File: src/rtl/wd_console_uart.sv
`default_nettype none
// ============================================================================
// Module   : wd_console_uart
// Brief    : Console output stage for the Sigma CPU WD character path.
//            Characters arrive over a valid/ready handshake, are queued in a
//            small FIFO and leave as UART 8N1 frames on a registered tx pin.
// Options  : `define CONSOLE_CRLF_EN to expand each LF (0x0A) into CR+LF.
// Revision : 1.0 - initial release
// ============================================================================
module wd_console_uart #(
  parameter int CLKS_PER_BIT = 434,
  parameter int FIFO_DEPTH   = 16,
  parameter int FIFO_AW      = 4
) (
  input  logic             clock,
  input  logic             reset,
  input  logic             char_valid,
  input  logic [0:7]       char_data,
  output logic             char_ready,
  input  logic             overflow_clear,
  output logic             tx,
  output logic             tx_busy,
  output logic [0:FIFO_AW] fifo_count,
  output logic             overflow
);

  localparam int BAUD_W = $clog2(CLKS_PER_BIT);

  localparam logic [BAUD_W-1:0]  BAUD_LAST  = BAUD_W'(CLKS_PER_BIT - 1);
  localparam logic [BAUD_W-1:0]  BAUD_ONE   = BAUD_W'(1);
  localparam logic [0:FIFO_AW]   COUNT_FULL = (FIFO_AW + 1)'(FIFO_DEPTH);
  localparam logic [0:FIFO_AW]   COUNT_ONE  = (FIFO_AW + 1)'(1);
  localparam logic [FIFO_AW-1:0] PTR_ONE    = FIFO_AW'(1);
  localparam logic [2:0]         BIT_LAST   = 3'd7;
  localparam logic [2:0]         BIT_ONE    = 3'd1;
`ifdef CONSOLE_CRLF_EN
  localparam logic [0:7]         CHAR_LF    = 8'h0A;
  localparam logic [0:7]         CHAR_CR    = 8'h0D;
`endif

  typedef enum logic [1:0] {
    IDLE  = 2'd0,
    START = 2'd1,
    DATA  = 2'd2,
    STOP  = 2'd3
  } state_t;

  // Character storage and queue bookkeeping
  logic [0:7]         mem [FIFO_DEPTH];
  logic [FIFO_AW-1:0] wptr;
  logic [FIFO_AW-1:0] rptr;
  logic [0:FIFO_AW]   count;
  logic [0:7]         head;
  logic               push;
  logic               pop;
  logic               drop;
  logic               overflow_reg;

  // Transmitter state; shreg index 7 is the next bit to go out (LSB first)
  state_t             state;
  state_t             state_next;
  logic [0:7]         shreg;
  logic [0:7]         shreg_next;
  logic [BAUD_W-1:0]  baud;
  logic [BAUD_W-1:0]  baud_next;
  logic [2:0]         bitcnt;
  logic [2:0]         bitcnt_next;
  logic               tx_reg;
  logic               tx_next;
  logic               baud_done;
`ifdef CONSOLE_CRLF_EN
  // Set while a CR is on the wire and its LF still has to follow
  logic               pending_lf;
  logic               pending_next;
`endif

  // A full FIFO refuses characters even when the transmitter pops on the
  // same edge; the slot only becomes visible one cycle later.
  assign char_ready = (count != COUNT_FULL);
  assign push       = char_valid & char_ready;
  assign drop       = char_valid & ~char_ready;
  assign head       = mem[rptr];
  assign baud_done  = (baud == BAUD_LAST);

  assign fifo_count = count;
  assign overflow   = overflow_reg;
  assign tx         = tx_reg;
  assign tx_busy    = (state != IDLE);

  // Character storage: written on every accepted character, never reset
  always_ff @(posedge clock) begin
    if (reset && push) begin
      mem[wptr] <= char_data;
    end
  end

  // Queue pointers, occupancy and the sticky overflow flag
  always_ff @(posedge clock) begin
    if (!reset) begin
      wptr         <= '0;
      rptr         <= '0;
      count        <= '0;
      overflow_reg <= 1'b0;
    end else begin
      if (push) begin
        wptr <= wptr + PTR_ONE;
      end
      if (pop) begin
        rptr <= rptr + PTR_ONE;
      end
      case ({push, pop})
        2'b10:   count <= count + COUNT_ONE;
        2'b01:   count <= count - COUNT_ONE;
        default: count <= count;
      endcase
      // A drop on the same edge as a clear keeps the flag set
      if (drop) begin
        overflow_reg <= 1'b1;
      end else if (overflow_clear) begin
        overflow_reg <= 1'b0;
      end
    end
  end

  // Transmitter registers; reset abandons any frame and idles the line high
  always_ff @(posedge clock) begin
    if (!reset) begin
      state      <= IDLE;
      shreg      <= '0;
      baud       <= '0;
      bitcnt     <= '0;
      tx_reg     <= 1'b1;
`ifdef CONSOLE_CRLF_EN
      pending_lf <= 1'b0;
`endif
    end else begin
      state      <= state_next;
      shreg      <= shreg_next;
      baud       <= baud_next;
      bitcnt     <= bitcnt_next;
      tx_reg     <= tx_next;
`ifdef CONSOLE_CRLF_EN
      pending_lf <= pending_next;
`endif
    end
  end

  // Frame sequencing: start bit, eight data bits LSB first, stop bit
  always_comb begin
    state_next  = state;
    shreg_next  = shreg;
    baud_next   = baud;
    bitcnt_next = bitcnt;
    tx_next     = tx_reg;
    pop         = 1'b0;
`ifdef CONSOLE_CRLF_EN
    pending_next = pending_lf;
`endif
    case (state)
      IDLE: begin
        tx_next = 1'b1;
        if (count != '0) begin
          pop        = 1'b1;
          shreg_next = head;
          tx_next    = 1'b0;
          baud_next  = '0;
          state_next = START;
`ifdef CONSOLE_CRLF_EN
          // Send CR first; the LF itself is replayed from STOP
          if (head == CHAR_LF) begin
            shreg_next   = CHAR_CR;
            pending_next = 1'b1;
          end
`endif
        end
      end

      START: begin
        if (baud_done) begin
          tx_next     = shreg[7];
          shreg_next  = {1'b0, shreg[0:6]};
          baud_next   = '0;
          bitcnt_next = '0;
          state_next  = DATA;
        end else begin
          baud_next = baud + BAUD_ONE;
        end
      end

      DATA: begin
        if (baud_done) begin
          baud_next = '0;
          if (bitcnt == BIT_LAST) begin
            tx_next    = 1'b1;
            state_next = STOP;
          end else begin
            tx_next     = shreg[7];
            shreg_next  = {1'b0, shreg[0:6]};
            bitcnt_next = bitcnt + BIT_ONE;
          end
        end else begin
          baud_next = baud + BAUD_ONE;
        end
      end

      STOP: begin
        tx_next = 1'b1;
        if (baud_done) begin
          baud_next  = '0;
          state_next = IDLE;
`ifdef CONSOLE_CRLF_EN
          // Chain straight into the LF frame without an idle clock
          if (pending_lf) begin
            shreg_next   = CHAR_LF;
            tx_next      = 1'b0;
            pending_next = 1'b0;
            state_next   = START;
          end
`endif
        end else begin
          baud_next = baud + BAUD_ONE;
        end
      end

      default: begin
        state_next = IDLE;
        tx_next    = 1'b1;
      end
    endcase
  end

endmodule
`default_nettype wire

File: config.mk
export PLATFORM = sky130hd
export DESIGN_NAME = wd_console_uart
export DESIGN_NICKNAME = d
export VERILOG_FILES = /design/src/rtl/wd_console_uart.sv
export SDC_FILE = /design/constraint.sdc
export NUM_CORES = 1
export LEC_CHECK = 0
export CORE_MARGIN = 4
export CORE_UTILIZATION = 40
export CTS_BUF_LIST = sky130_fd_sc_hd__clkbuf_8
export DETAILED_ROUTE_END_ITERATION = 12
export PLACE_DENSITY = 0.58
export SYNTH_ARGS = -nofsm -noshare
export SYNTH_HDL_FRONTEND = slang
export SYNTH_SLANG_ARGS = --single-unit
File: constraint.sdc
create_clock -name clock -period 8.1 [get_ports clock]
set_clock_uncertainty 0.2 [all_clocks]
set_input_delay 1.62 -clock clock [delete_from_list [all_inputs] [get_ports clock]]
set_output_delay 1.62 -clock clock [all_outputs]
set_load 0.005 [all_outputs]
==> impl_metrics.env, run 1 <==
export IMPL_worstPathArrival_ps=4340
export IMPL_finalHoldViolCount=0
export IMPL_crit_slowest_cell="a21boi_1"
export IMPL_dr_pass1_iters=4
export IMPL_cp_depth=11
export IMPL_endpoint="fifo_count[0]"
export IMPL_drv_cap=0
export IMPL_reg2reg_depth=10
export IMPL_cts_setup_buffers=0
export IMPL_largest_reg_flops=128
export IMPL_whs_ps=281
export IMPL_cts_hold_buf=0
export IMPL_nets=551
export IMPL_ys_flop_type="edfxtp_1"
export IMPL_numCtsBuffers=17
export IMPL_seq_area_frac_synth=0.641
export IMPL_slew_violations=0
export IMPL_io_pins=21
export IMPL_leakagePower_uw=0.00268
export IMPL_syn_area_um2=7280
export IMPL_dp_slack_ps=3440
export IMPL_path_cells="clkdlybuf4s50_1 -> a21boi_1 -> inv_1 -> ha_1 -> xor2_1 -> ha_1 -> nor2b_1 -> o21ai_0 -> o211ai_1 -> o221a_2 -> o211ai_1"
export IMPL_tns_ps=0
export IMPL_timing_fmax_ghz=0.237
export IMPL_multi_input_area_um2=2410
export IMPL_worst_slew_pin_slew_ps=801
export IMPL_synth_top_family_by_area="multiplexers"
export IMPL_synth_compound_area_frac=0.0802
export IMPL_drt_wl_total_um=14900
export IMPL_wl_met2_um=7520
export IMPL_via_count=4164
export IMPL_synthArstFlopShare=0
export IMPL_finalWorstSetupSlack_ps=3880
export IMPL_min_path_cells=2
export IMPL_synth_area_leaders="edfxtp_1 53%, dfxtp_1 11%, mux4_2 7.1%"
export IMPL_r2r_end="fifo_count[0]"
export IMPL_wl_met3_um=713
export IMPL_ys_ff_latch=169
export IMPL_track_usage=0.155
export IMPL_slew_headroom=0.464
export IMPL_grt_overflow_total=0
export IMPL_rsz0062_at_grt="no"
export IMPL_postSynthAreaPerCell_um2=14.3
export IMPL_start_kind="primary input"
export IMPL_drive_gt1_frac=0.123
export IMPL_synthAdderAreaFrac=0.0275
export IMPL_status="complete, no violations"
export IMPL_grt_pass1_wl_um=23400
export IMPL_wl_per_cell_um=19.6
export IMPL_dp_hpwl_um=10000
export IMPL_ir_worst_vdd_mv=0.117
export IMPL_met1_length_um=6560
export IMPL_cts_root_buf="clkbuf_8"
export IMPL_cp_max_fo=9
export IMPL_first_global_vias=4248
export IMPL_dieHeight_um=143
export IMPL_num_fill_cells=1588
export IMPL_seq_area_um2=4670
export IMPL_synth_edf_count=128
export IMPL_p_total_uw=2400
export IMPL_netlist_cell_type_count=58
export IMPL_setup_violations=0
export IMPL_endpoint_kind="flop"
export IMPL_drcViolationCount=0
export IMPL_synth_most_common_cell="edfxtp_1"
export IMPL_cts_resized=0
export IMPL_r2r_slack_ps=4860
export IMPL_antenna_found_initial=0
export IMPL_htreeDepth=4
export IMPL_rows=49
export IMPL_power_density_nw_per_um2=298
export IMPL_grt_start_max_net_pins=43
export IMPL_die_area_um2=20400
export IMPL_critPathKind="in2reg"
export IMPL_period_minus_slack_ps=4220
export IMPL_n_antenna_cell=0
export IMPL_top_regs="mem x128, baud x9, shreg x8"
export IMPL_synthSimpleGateAreaFrac=0.0945
export IMPL_initial_utilization=0.405
export IMPL_crit_path_start="char_valid"
export IMPL_area_delta_synth_final_pct=10.8
export IMPL_io_buffers=20
export IMPL_via_per_inst=5.45
export IMPL_cts_tree="built"
export IMPL_crit_family="compound AO/OA/AOI/OAI gates"
export IMPL_clk_insertion_delay_late_ps=450
export IMPL_worstPathRequired_ps=8230
export IMPL_r2r_start="fifo_count[2]"
export IMPL_cts_sinks=169
export IMPL_synthesis_nets=537
export IMPL_cts_path_max_buffers=2
export IMPL_clkTransAtPathRegs_ps=90
export IMPL_netlist_instances=509
export IMPL_top_layer_used="met4"
export IMPL_synth_top_area_share=0.528
export IMPL_core_um2=18000
export IMPL_die_x_um=143
export IMPL_synth_common_cells="128 x edfxtp_1, 52 x nor2_1, 41 x dfxtp_1"
export IMPL_yosysWarnings=0
export IMPL_gp_congestion=0.799
export IMPL_drt_iter0_markers=279
export IMPL_cpPeakStageDelay_ps=630
export IMPL_antenna_left=0
export IMPL_synth_area_mux_share=0.108
export IMPL_hp_class="reg2reg"
export IMPL_crit_buf_inv=2
export IMPL_finalCritPeriodShare=0.521
export IMPL_largest_register="mem"
export IMPL_yosys_area_top_type="edfxtp_1"
export IMPL_synth_xor_area_frac=0.0204
power breakdown:
part / internal (µW) / switching (µW) / leakage [µW] / total (µW)
sequential: 984 / 54.2 / 0.00149 / 1040
combinational: 315 / 418 / 0.000989 / 734
clock: 312 / 320 / 0.000208 / 631
through the flow:
| stage | cells | util | instance area, µm² |
|---|---|---|---|
| after floorplan | 509 | - | 7280 |
| after global placement | 733 | 0.426 | 7640 |
| after detailed placement | 733 | 0.426 | 7640 |
| after CTS | 764 | 0.449 | 8070 |
| after global routing | 764 | 0.449 | 8070 |
| final | 764 | 0.449 | 8070 |
worst min path at each step:
stage	from	end	slack, ps
floorplan	shreg[0]	shreg[0]	240
global placement	shreg[0]	shreg[0]	250
CTS	shreg[0]	shreg[0]	280
finish	shreg[0]	shreg[0]	280
detailed placement	shreg[0]	shreg[0]	270
global route	shreg[0]	shreg[0]	300
cell type report:
class                      count  share of cell area
sequential                   169               0.578
clock buffer                  17              0.0290
clock inverter                14              0.0236
timing repair buffer          23              0.0276
inverter                      16             0.00744
multi-input combinational    296               0.299
tap                          229              0.0355
worst register-to-register path, cell delays in order (launching register included):
cell and delay [ps]:
dfxtp_1 450, or4_1 700, o21a_1 320, ha_1 290, xor2_1 170, ha_1 260
nor2b_1 170, o21ai_0 100, o211ai_1 160, o221a_2 240, o211ai_1 70
placed cells by master, fill, tap and decap left out, types with 5 or more instances in the layout:
| master | count |
|---|---|
| edfxtp_1 | 128 |
| nor2_1 | 52 |
| dfxtp_1 | 40 |
| mux2i_1 | 27 |
| mux4_2 | 23 |
| nand2_1 | 22 |
| clkdlybuf4s50_1 | 20 |
| clkbuf_8 | 17 |
| inv_1 | 16 |
| ha_1 | 16 |
| nand3_1 | 15 |
| xor2_1 | 13 |
| a21oi_1 | 13 |
| nand4_1 | 12 |
| a221oi_1 | 8 |
| o21ai_0 | 6 |
| and3_1 | 6 |
| a22oi_1 | 5 |
| nor2b_1 | 5 |
| o221ai_1 | 5 |
logic make-up (layout without fill, tap and decap cells):
group           Yosys count  after routing
fa+ha+maj                16             16
mux                      50             50
xor+xnor                 17             17
buf+inv                  44             70
compound gates           75             75
flops                   169            169
simple gates            138            138
metal layers:
| layer | global-route usage | vias to the layer above |
|---|---|---|
| li1 | - | 1977 |
| met1 | 0.203 | 2091 |
| met2 | 0.255 | 84 |
| met3 | 0.0348 | 12 |
| met4 | 0.0560 | 0 |
| met5 | 0 | - |
(Power assumes the default switching activity.)
==> run 2, diff against run 1 <==
--- a/config.mk
+++ b/config.mk
@@ -9,7 +9,7 @@
 export CORE_UTILIZATION = 40
 export CTS_BUF_LIST = sky130_fd_sc_hd__clkbuf_8
 export DETAILED_ROUTE_END_ITERATION = 12
-export PLACE_DENSITY = 0.58
+export PLACE_DENSITY = 0.6
 export SYNTH_ARGS = -nofsm -noshare
 export SYNTH_HDL_FRONTEND = slang
 export SYNTH_SLANG_ARGS = --single-unit
==> constraint.sdc (replaced) <==
create_clock -name clock -period 3.8 [get_ports clock]
set_clock_uncertainty 0.2 [all_clocks]
set_input_delay 0.76 -clock clock [delete_from_list [all_inputs] [get_ports clock]]
set_output_delay 0.76 -clock clock [all_outputs]
set_load 0.005 [all_outputs]
==> run 2 against run 1 <==
Against the previous run:
- sequential power is 120% higher
- non-clock buffer count increased by 19
- critical path depth shrank 1
- largest cell class unchanged
- critical endpoint unchanged
- first-iteration DRC count rose by 13%
- largest power group unchanged
- final area is 1.8% higher
==> impl_metrics.env, run 2 (synthesized netlist as in run 1, its figures left out) <==
export IMPL_cts_setup_buffers=0
export IMPL_wl_per_cell_um=18.6
export IMPL_holdCritStartpoint="shreg[0]"
export IMPL_reg2reg_depth=10
export IMPL_drcViolationCount=0
export IMPL_finalHoldViolCount=0
export IMPL_ir_worst_vdd_mv=0.260
export IMPL_grt_pass1_wl_um=23300
export IMPL_dieHeight_um=143
export IMPL_rsz0062_at_grt="no"
export IMPL_largest_reg_flops=128
export IMPL_finalCritPeriodShare=0.840
export IMPL_cts_path_max_buffers=2
export IMPL_n_antenna_cell=0
export IMPL_multi_input_area_um2=2410
export IMPL_clkTransAtPathRegs_ps=100
export IMPL_grt_overflow_total=0
export IMPL_area_delta_synth_final_pct=12.8
export IMPL_die_area_um2=20400
export IMPL_cts_sinks=169
export IMPL_num_fill_cells=1566
export IMPL_grt_start_max_net_pins=35
export IMPL_cts_hold_buf=0
export IMPL_via_count=4265
export IMPL_nets=570
export IMPL_slew_violations=0
export IMPL_power_density_nw_per_um2=619
export IMPL_largest_register="mem"
export IMPL_final_cell_mix="128 x edfxtp_1, 52 x nor2_1, 40 x dfxtp_1, 27 x mux2i_1, 23 x mux4_2"
export IMPL_first_global_vias=4306
export IMPL_htreeDepth=4
export IMPL_rows=49
export IMPL_leakagePower_uw=0.00279
export IMPL_track_usage=0.150
export IMPL_cts_root_buf="clkbuf_8"
export IMPL_io_pins=21
export IMPL_r2r_slack_ps=610
export IMPL_endpoint_kind="flop"
export IMPL_seq_area_um2=4670
export IMPL_endpoint="fifo_count[0]"
export IMPL_crit_path_start="fifo_count[2]"
export IMPL_crit_slowest_cell="or4_1"
export IMPL_cts_tree="built"
export IMPL_dr_pass1_iters=4
export IMPL_io_buffers=20
export IMPL_tns_ps=0
export IMPL_gp_congestion=0.785
export IMPL_period_minus_slack_ps=3190
export IMPL_p_total_uw=5080
export IMPL_r2r_start="fifo_count[2]"
export IMPL_layout_commonest_cell="edfxtp_1"
export IMPL_slew_headroom=0.552
export IMPL_dp_hpwl_um=9890
export IMPL_antenna_found_initial=0
export IMPL_drt_iter0_markers=314
export IMPL_status="complete, no violations"
export IMPL_numCtsBuffers=17
export IMPL_worstPathArrival_ps=3330
export IMPL_drv_cap=0
export IMPL_start_kind="flop"
export IMPL_clk_insertion_delay_late_ps=460
export IMPL_worstPathRequired_ps=3940
export IMPL_antenna_left=0
export IMPL_cpPeakStageDelay_ps=700
export IMPL_drive_gt1_frac=0.153
export IMPL_via_per_inst=5.44
export IMPL_cts_resized=0
export IMPL_drt_wl_total_um=14600
export IMPL_initial_utilization=0.405
export IMPL_worst_slew_pin_slew_ps=671
export IMPL_path_cells="or4_1 -> o21a_1 -> ha_1 -> xor2_1 -> ha_1 -> nor2b_1 -> o21ai_0 -> o211ai_1 -> o221a_2 -> o211ai_1"
export IMPL_hp_class="reg2reg"
export IMPL_core_um2=18000
export IMPL_timing_fmax_ghz=0.313
export IMPL_die_x_um=143
export IMPL_cp_max_fo=12
export IMPL_top_regs="mem x128, baud x9, shreg x8"
export IMPL_r2r_end="fifo_count[0]"
export IMPL_critPathKind="reg2reg"
export IMPL_setup_violations=0
-- run 2: worst min-delay path by stage --
stage / to / cells past startpoint
after floorplan: shreg[0] / 2
after global placement: shreg[0] / 2
after detailed placement: shreg[0] / 2
after CTS: shreg[0] / 2
after global routing: shreg[0] / 2
final: shreg[0] / 2
-- run 2: through the flow --
step,hold WS [ps],util,cells,setup WS (ps),instance area [µm²]
floorplan,242,-,509,893,7280
global placement,256,0.434,752,580,7800
detailed placement,265,0.434,752,526,7800
CTS,278,0.457,784,619,8210
global route,314,0.457,784,412,8210
finish,279,0.457,784,609,8210
-- run 2: area by class of cell --
| class | instances | share of cell area |
|---|---|---|
| sequential | 169 | 0.568 |
| multi-input combinational | 296 | 0.293 |
| timing repair buffer | 42 | 0.0460 |
| tap | 229 | 0.0349 |
| clock buffer | 17 | 0.0285 |
| clock inverter | 15 | 0.0219 |
| inverter | 16 | 0.00731 |
-- run 2: power by group --
group	switching [µW]	leakage, µW	total (µW)	internal, µW
clock network	700	0.000212	1310	612
logic	818	0.00109	1510	693
registers	164	0.00149	2260	2100
-- run 2: metal layers --
metal,wire length [µm],vias to the layer above,track usage
met1,6540,2159,0.199
li1,-,2012,-
met2,7300,81,0.248
met5,0,-,0
met4,182,0,0.0410
met3,530,13,0.0352
-- run 2: worst max-delay path: cells and delay by family (launching register included) --
family / cells / cell delay, ps
adder cells (fa/ha/maj): 2 / 540
AND/OR/NAND/NOR: 2 / 860
XOR/XNOR: 1 / 180
flip-flops: 1 / 450
AO/OA/AOI/OAI: 5 / 860
